==> src/rtl/lcd12864_bus_arbiter.sv <==
// Two-requester arbiter for an LCD12864 8-bit parallel write bus: runs the
// power-on init sequence, then serves writes round-robin with EN timing.
module lcd12864_bus_arbiter #(
  parameter int PWR_CYC   = 2000000,
  parameter int SETUP_CYC = 4,
  parameter int EN_CYC    = 25,
  parameter int HOLD_CYC  = 4,
  parameter int EXEC_CYC  = 4000,
  parameter int CLR_CYC   = 80000
) (
  input  logic       clk,
  input  logic       rst_n,
  input  logic       req0_valid,
  input  logic       req0_rs,
  input  logic [7:0] req0_dat,
  output logic       req0_ready,
  input  logic       req1_valid,
  input  logic       req1_rs,
  input  logic [7:0] req1_dat,
  output logic       req1_ready,
  output logic       init_done,
  output logic       busy,
  output logic       lcd_rs,
  output logic       lcd_rw,
  output logic       lcd_en,
  output logic [7:0] lcd_dat
);
  localparam int M0   = (PWR_CYC > CLR_CYC) ? PWR_CYC : CLR_CYC;
  localparam int M1   = (EXEC_CYC > EN_CYC) ? EXEC_CYC : EN_CYC;
  localparam int M2   = (SETUP_CYC > HOLD_CYC) ? SETUP_CYC : HOLD_CYC;
  localparam int M3   = (M0 > M1) ? M0 : M1;
  localparam int MAXC = (M3 > M2) ? M3 : M2;
  localparam int CW   = $clog2(MAXC) + 1;

  typedef enum logic [2:0] {S_PWR, S_IDLE, S_SETUP, S_PULSE, S_HOLD, S_EXEC} state_e;

  state_e        state_q, state_d;
  logic [CW-1:0] cnt_q, cnt_d;
  logic          rs_q, rs_d;
  logic [7:0]    dat_q, dat_d;
  logic          rdy0_q, rdy0_d, rdy1_q, rdy1_d;
  logic          rr_q, rr_d;
  logic [1:0]    idx_q, idx_d;
  logic          done_q, done_d;
  logic          en_q, busy_q;
  logic          dispatch, load, load_rs;
  logic [7:0]    load_dat;
  logic          is_clr;

  function automatic logic [7:0] init_byte(input logic [1:0] i);
    case (i)
      2'd0:    init_byte = 8'h38;
      2'd1:    init_byte = 8'h0C;
      2'd2:    init_byte = 8'h06;
      default: init_byte = 8'h01;
    endcase
  endfunction

  assign is_clr = !rs_q && (dat_q == 8'h01 || dat_q == 8'h02);

  always_comb begin
    state_d  = state_q;
    cnt_d    = (cnt_q != '0) ? cnt_q - CW'(1) : cnt_q;
    rs_d     = rs_q;
    dat_d    = dat_q;
    rdy0_d   = 1'b0;
    rdy1_d   = 1'b0;
    rr_d     = rr_q;
    idx_d    = idx_q;
    done_d   = done_q;
    dispatch = 1'b0;
    load     = 1'b0;
    load_rs  = 1'b0;
    load_dat = 8'h00;
    case (state_q)
      S_PWR: if (cnt_q == '0) begin
        load     = 1'b1;
        load_dat = init_byte(idx_q);
      end
      S_IDLE: dispatch = 1'b1;
      S_SETUP: if (cnt_q == '0) begin
        state_d = S_PULSE;
        cnt_d   = CW'(EN_CYC - 1);
      end
      S_PULSE: if (cnt_q == '0) begin
        state_d = S_HOLD;
        cnt_d   = CW'(HOLD_CYC - 1);
      end
      S_HOLD: if (cnt_q == '0) begin
        state_d = S_EXEC;
        cnt_d   = is_clr ? CW'(CLR_CYC - 1) : CW'(EXEC_CYC - 1);
      end
      // The end of the execute wait arbitrates directly, so back-to-back
      // writes occupy the bus with no idle gap between them.
      S_EXEC: if (cnt_q == '0) begin
        if (!done_q) begin
          if (idx_q == 2'd3) begin
            done_d  = 1'b1;
            state_d = S_IDLE;
          end else begin
            idx_d    = idx_q + 2'd1;
            load     = 1'b1;
            load_dat = init_byte(idx_q + 2'd1);
          end
        end else begin
          dispatch = 1'b1;
        end
      end
      default: state_d = S_PWR;
    endcase

    if (dispatch) begin
      if (!done_q) begin
        load     = 1'b1;
        load_dat = init_byte(idx_q);
      end else if (req0_valid && (!req1_valid || rr_q)) begin
        load     = 1'b1;
        load_rs  = req0_rs;
        load_dat = req0_dat;
        rdy0_d   = 1'b1;
        rr_d     = 1'b0;
      end else if (req1_valid) begin
        load     = 1'b1;
        load_rs  = req1_rs;
        load_dat = req1_dat;
        rdy1_d   = 1'b1;
        rr_d     = 1'b1;
      end else begin
        state_d = S_IDLE;
      end
    end

    if (load) begin
      state_d = S_SETUP;
      cnt_d   = CW'(SETUP_CYC - 1);
      rs_d    = load_rs;
      dat_d   = load_dat;
    end
  end

  always_ff @(posedge clk or negedge rst_n) begin
    if (!rst_n) begin
      state_q <= S_PWR;
      cnt_q   <= CW'(PWR_CYC - 1);
      rs_q    <= 1'b0;
      dat_q   <= 8'h00;
      rdy0_q  <= 1'b0;
      rdy1_q  <= 1'b0;
      rr_q    <= 1'b1;
      idx_q   <= 2'd0;
      done_q  <= 1'b0;
      en_q    <= 1'b0;
      busy_q  <= 1'b1;
    end else begin
      state_q <= state_d;
      cnt_q   <= cnt_d;
      rs_q    <= rs_d;
      dat_q   <= dat_d;
      rdy0_q  <= rdy0_d;
      rdy1_q  <= rdy1_d;
      rr_q    <= rr_d;
      idx_q   <= idx_d;
      done_q  <= done_d;
      en_q    <= (state_d == S_PULSE);
      busy_q  <= (state_d != S_IDLE);
    end
  end

  assign req0_ready = rdy0_q;
  assign req1_ready = rdy1_q;
  assign init_done  = done_q;
  assign busy       = busy_q;
  assign lcd_rs     = rs_q;
  assign lcd_rw     = 1'b0;
  assign lcd_en     = en_q;
  assign lcd_dat    = dat_q;
endmodule

==> config.mk <==
export PLATFORM = sky130hd
export DESIGN_NAME = lcd12864_bus_arbiter
export DESIGN_NICKNAME = d
export VERILOG_FILES = /design/src/rtl/lcd12864_bus_arbiter.sv
export SDC_FILE = /design/constraint.sdc
export NUM_CORES = 1
export LEC_CHECK = 0
export ABC_CLOCK_PERIOD_IN_PS = 2180
export CAP_MARGIN = 10
export CORE_MARGIN = 10
export CORE_UTILIZATION = 39
export DETAILED_ROUTE_END_ITERATION = 10
export PLACE_DENSITY = 0.64
export SLEW_MARGIN = 20
export SYNTH_ARGS = -nofsm -noshare
export SYNTH_HDL_FRONTEND = slang
export SYNTH_SLANG_ARGS = --single-unit
==> constraint.sdc <==
create_clock -name clk -period 2.18 [get_ports clk]
set_input_delay 0.545 -clock clk [delete_from_list [all_inputs] [get_ports clk]]
set_output_delay 0.545 -clock clk [all_outputs]
set_load 0.05 [all_outputs]
==> results summary <==
The path class of the tightest hold or removal check is primary input to async pin. The number of pins exceeding their max-slew limit in the final report is 0. The average cell area after synthesis is around 9 sq um. The slew at the pin closest to its max-slew limit is ~530 ps. The number of antenna violations at the first check in global routing is 0. The via density per instance came out at around 5.5. The timing-limited maximum frequency is around 450 MHz. The synthesized netlist devotes between 20% and 30% of its cell area to simple gates.

Routability-driven placement finished with a final weighted congestion of around 0.86. The first detailed-routing pass took 4 iterations. The number of buffers and inverters on the critical path is 2. The worst endpoint required time came out at roughly 2400 ps. The total power came out at 1.43 mW. The cell family contributing the most delay on the critical path is simple AND/OR/NAND/NOR gates. The final number of setup-violating endpoints is 4. The xor and xnor area share after synthesis came out at under 10%.

The area of the core came out at 0.00646 sq mm. The cell area after synthesis came out at between 0.002 and 0.003 sq mm. The number of placement rows came out at 29. Traced cell by cell, the critical path runs through inv_2 -> ha_4 -> or3b_4 -> nor4_4 -> buf_4 -> nand4_1 -> nor2_1 -> o22ai_1 -> or4_1. With fillers left out, the area of the finished cells amounts to roughly 0.0039 sq mm.

The average wire per cell in the routed design is 16.9 um. The number of routed nets with antenna violations is 0. The max-slew headroom at the worst pin is about two thirds. Across the run, the number of max-cap violations was 0. The violation count after the first detailed-route iteration is 160. During placement, the flow inserted port buffers numbering 35. The share of synthesized flip-flops with an asynchronous set or reset came out at between 90% and 100%. The power density relative to cell area is 370 mW/mm^2. The number of clock sinks came out at 42. The final worst clock skew came out at around 7.9 ps. The final count of hold timing violations is 0. The clock transition at the registers of the reported paths came out at about 80 ps.

The worst vdd rail ir drop is approximately 0.26 mV. Once placement completed, the tool counted placed cells totaling between 400 and 500. The setup path with the least slack is of type register to register. The share of synthesized area spent on multiplexers came out at less than 1%. The final standard cell count with taps included and fillers excluded is 477. The worst setup path is launched from a register.

The cell leakage power is 1.65 nW. Ranked by total cell area, the synthesized netlist is headed by sky130_fd_sc_hd__dfrtp_1 26%, sky130_fd_sc_hd__dfstp_2 15%, sky130_fd_sc_hd__a21oi_1 4.2%, sky130_fd_sc_hd__nand2_1 4.1%, sky130_fd_sc_hd__nor2_1 4.1%. The wire length of the first global-routing pass is 12,900 um. The number of distinct library cells after synthesis came out at 57. The number of global-route vias before repair was around 2.5k. The final reports fail on negative setup slack.

Measured along the y axis, the die boundary spans just over 100 um. The level count of the clock H-tree is 2. The synthesis warning total is 0. The maximum fanout count along the critical path is 4.

The commonest register cell after synthesis is sky130_fd_sc_hd__dfrtp_1. Dividing the final minimum period by the clock period gives 102%. The clock root buffer is sky130_fd_sc_hd__clkbuf_8. Setup repair after global routing could not meet its margin everywhere. The cell taking the most area after synthesis is sky130_fd_sc_hd__dfrtp_1. The die outline area came out at between 0.01 and 0.015 sq mm.

The share of Yosys cell area claimed by the top area cell type is 25.7%. The number of top-level design ports is 37. The adder-cell share of the synthesized area is between 3 and 4%. From synthesis to final layout, the design area changed by 47.6%. The total CTS buffers is 5. The worst path in the final design needs a cycle of 2230 ps, including I/O delays and setup. The worst stage delay on the critical path came out at roughly 420 ps. The category of the worst setup path capture point is a register. TritonCTS built the clock tree. The post-placement cell area came out at between 0.003 and 0.004 sq mm. The diode insertion count for antenna repair came out at 0. The DRC violation count after routing is 0. The net count reported at finish is 429.

The number of vias in the routed layout came out at about 2.6k. In this run the horizontal extent of the chip is 102 um. The longest clock path from root to sink contains 2 buffers. The insertion delay to the later sink of the worst-skew pair came out at roughly 300 ps. The net count of the mapped netlist came out at 323. After synthesis the netlist holds a flip-flop and latch count of between 40 and 50. The HPWL after detailed placement is a little over 6000 um. The total congestion overflow is 0.

The sequential-to-total area share from yosys stat is about two fifths. The aggregate routed wire length is around 8100 um. The library cell used most frequently in the layout, excluding fill and tap cells, is sky130_fd_sc_hd__buf_4. Before CTS, the worst setup slack after placement is -179 ps. On the critical path, the stage with the largest delay is an instance of sky130_fd_sc_hd__or4_1. The post-synthesis compound-gate area fraction is a little under a fifth. Entering global routing, the biggest net connects 26 pins. The run finished, with violations left. Of the cells placed in the final design, the portion with a size suffix greater than 1 is around 34%.

The overall routing resource usage came out at 15.5%. The cell count after synthesis came out at around 290. Leaving out fill and tap cells, the most frequent cells in the layout are 66 x sky130_fd_sc_hd__buf_4, 32 x sky130_fd_sc_hd__clkdlybuf4s50_1, 28 x sky130_fd_sc_hd__nor2_1. The final-layout setup total negative slack came out at -165 ps.

The number of flops mapped to enable cells by yosys came out at 0. The arrival time of data at the critical path endpoint came out at approximately 2500 ps. The final worst slack is -54.3 ps.

After synthesis, the largest family of logic cells by area is simple AND/OR/NAND/NOR gates. The initial standard-cell utilization of the core is between 40% and 50%.
flip-flops by register name (all words and copies together), names as in the netlist:
register / count
lcd_rs: 1
busy: 1
lcd_dat: 8
idx_q: 2
init_done: 1
req1_ready: 1
state_q: 3
req0_ready: 1
lcd_en: 1
cnt_q: 22
rr_q: 1
metrics by stage:
stage	utilization (%)	hold WS [ps]
after floorplan	-	249
after global placement	54.4	477
after detailed placement	54.4	478
after CTS	57.2	193
after global routing	60.1	204
final	60.1	184
Yosys cell counts (all sizes together) (4+ instances only):
master,instances
nand3b,4
o21ai,11
inv,11
nand2,29
clkbuf,7
dfrtp,27
xnor2,7
nor4,9
a21oi,24
xor2,8
or3,5
buf,5
o211ai,4
a21o,5
nor3,17
ha,8
nand3,13
nor2,30
or4,7
dfstp,15
final cells by class:
cell class                      instances  area [sq um]
Clock buffer                            8          90.1
Fill cell                             560          2580
Inverter                               11          41.3
Multi-Input combinational cell        228          1600
Sequential cell                        42          1070
Tap cell                               77          96.3
Timing Repair Buffer                  111           982
where the power goes:
group,switching (mW),internal [mW],leakage (nW),total (mW)
clock,0.264,0.259,0.0455,0.522
sequential,0.00449,0.786,0.462,0.791
combinational,0.0626,0.0587,1.15,0.121
total,0.331,1.10,1.65,1.43
kinds of logic (layout without fill, tap and decap cells):
| family | Yosys count | count (layout) |
|---|---|---|
| flops | 42 | 42 |
| buf+inv | 23 | 130 |
| mux | 1 | 1 |
| fa+ha+maj | 8 | 8 |
| xor+xnor | 15 | 15 |
| simple gates | 132 | 132 |
| other cells | 1 | 1 |
| compound gates | 71 | 71 |
worst paths after layout:
path / cells after the start / from / slack [ps] / endpoint
hold / removal: 1 / rst_n / 180 / lcd_dat[2]
min in group clk: 2 / cnt_q[15] / 490 / cnt_q[15]
setup reg to reg: 9 / cnt_q[1] / -50 / busy
setup / recovery: 9 / cnt_q[1] / -50 / busy
max in group asynchronous: 2 / rst_n / 1430 / cnt_q[6]
hold reg to reg: 2 / cnt_q[15] / 490 / cnt_q[15]
what timing repair did:
action,CTS,global route
pin swaps,8,11
endpoints found under the setup margin,35,28
buffers inserted,3,8
hold buffers,0,0
resized for setup,15,27
worst register-to-register path, delay by kind of cell, from the launching register on:
family	cells	cell delay, ps
fa+ha+maj	1	140
simple gates	5	1300
buf+inv	2	240
compound gates	1	90
flops	1	380
routing by layer:
layer / vias up / track usage, % / part of all wire, %
met4: 0 / 4.34 / 1.0
met1: 1286 / 21.0 / 45
met3: 7 / 2.09 / 4.2
li1: 1287 / - / -
met2: 58 / 25.3 / 49
met5: - / 0 / 0
Power figures use the tool's default switching activity.
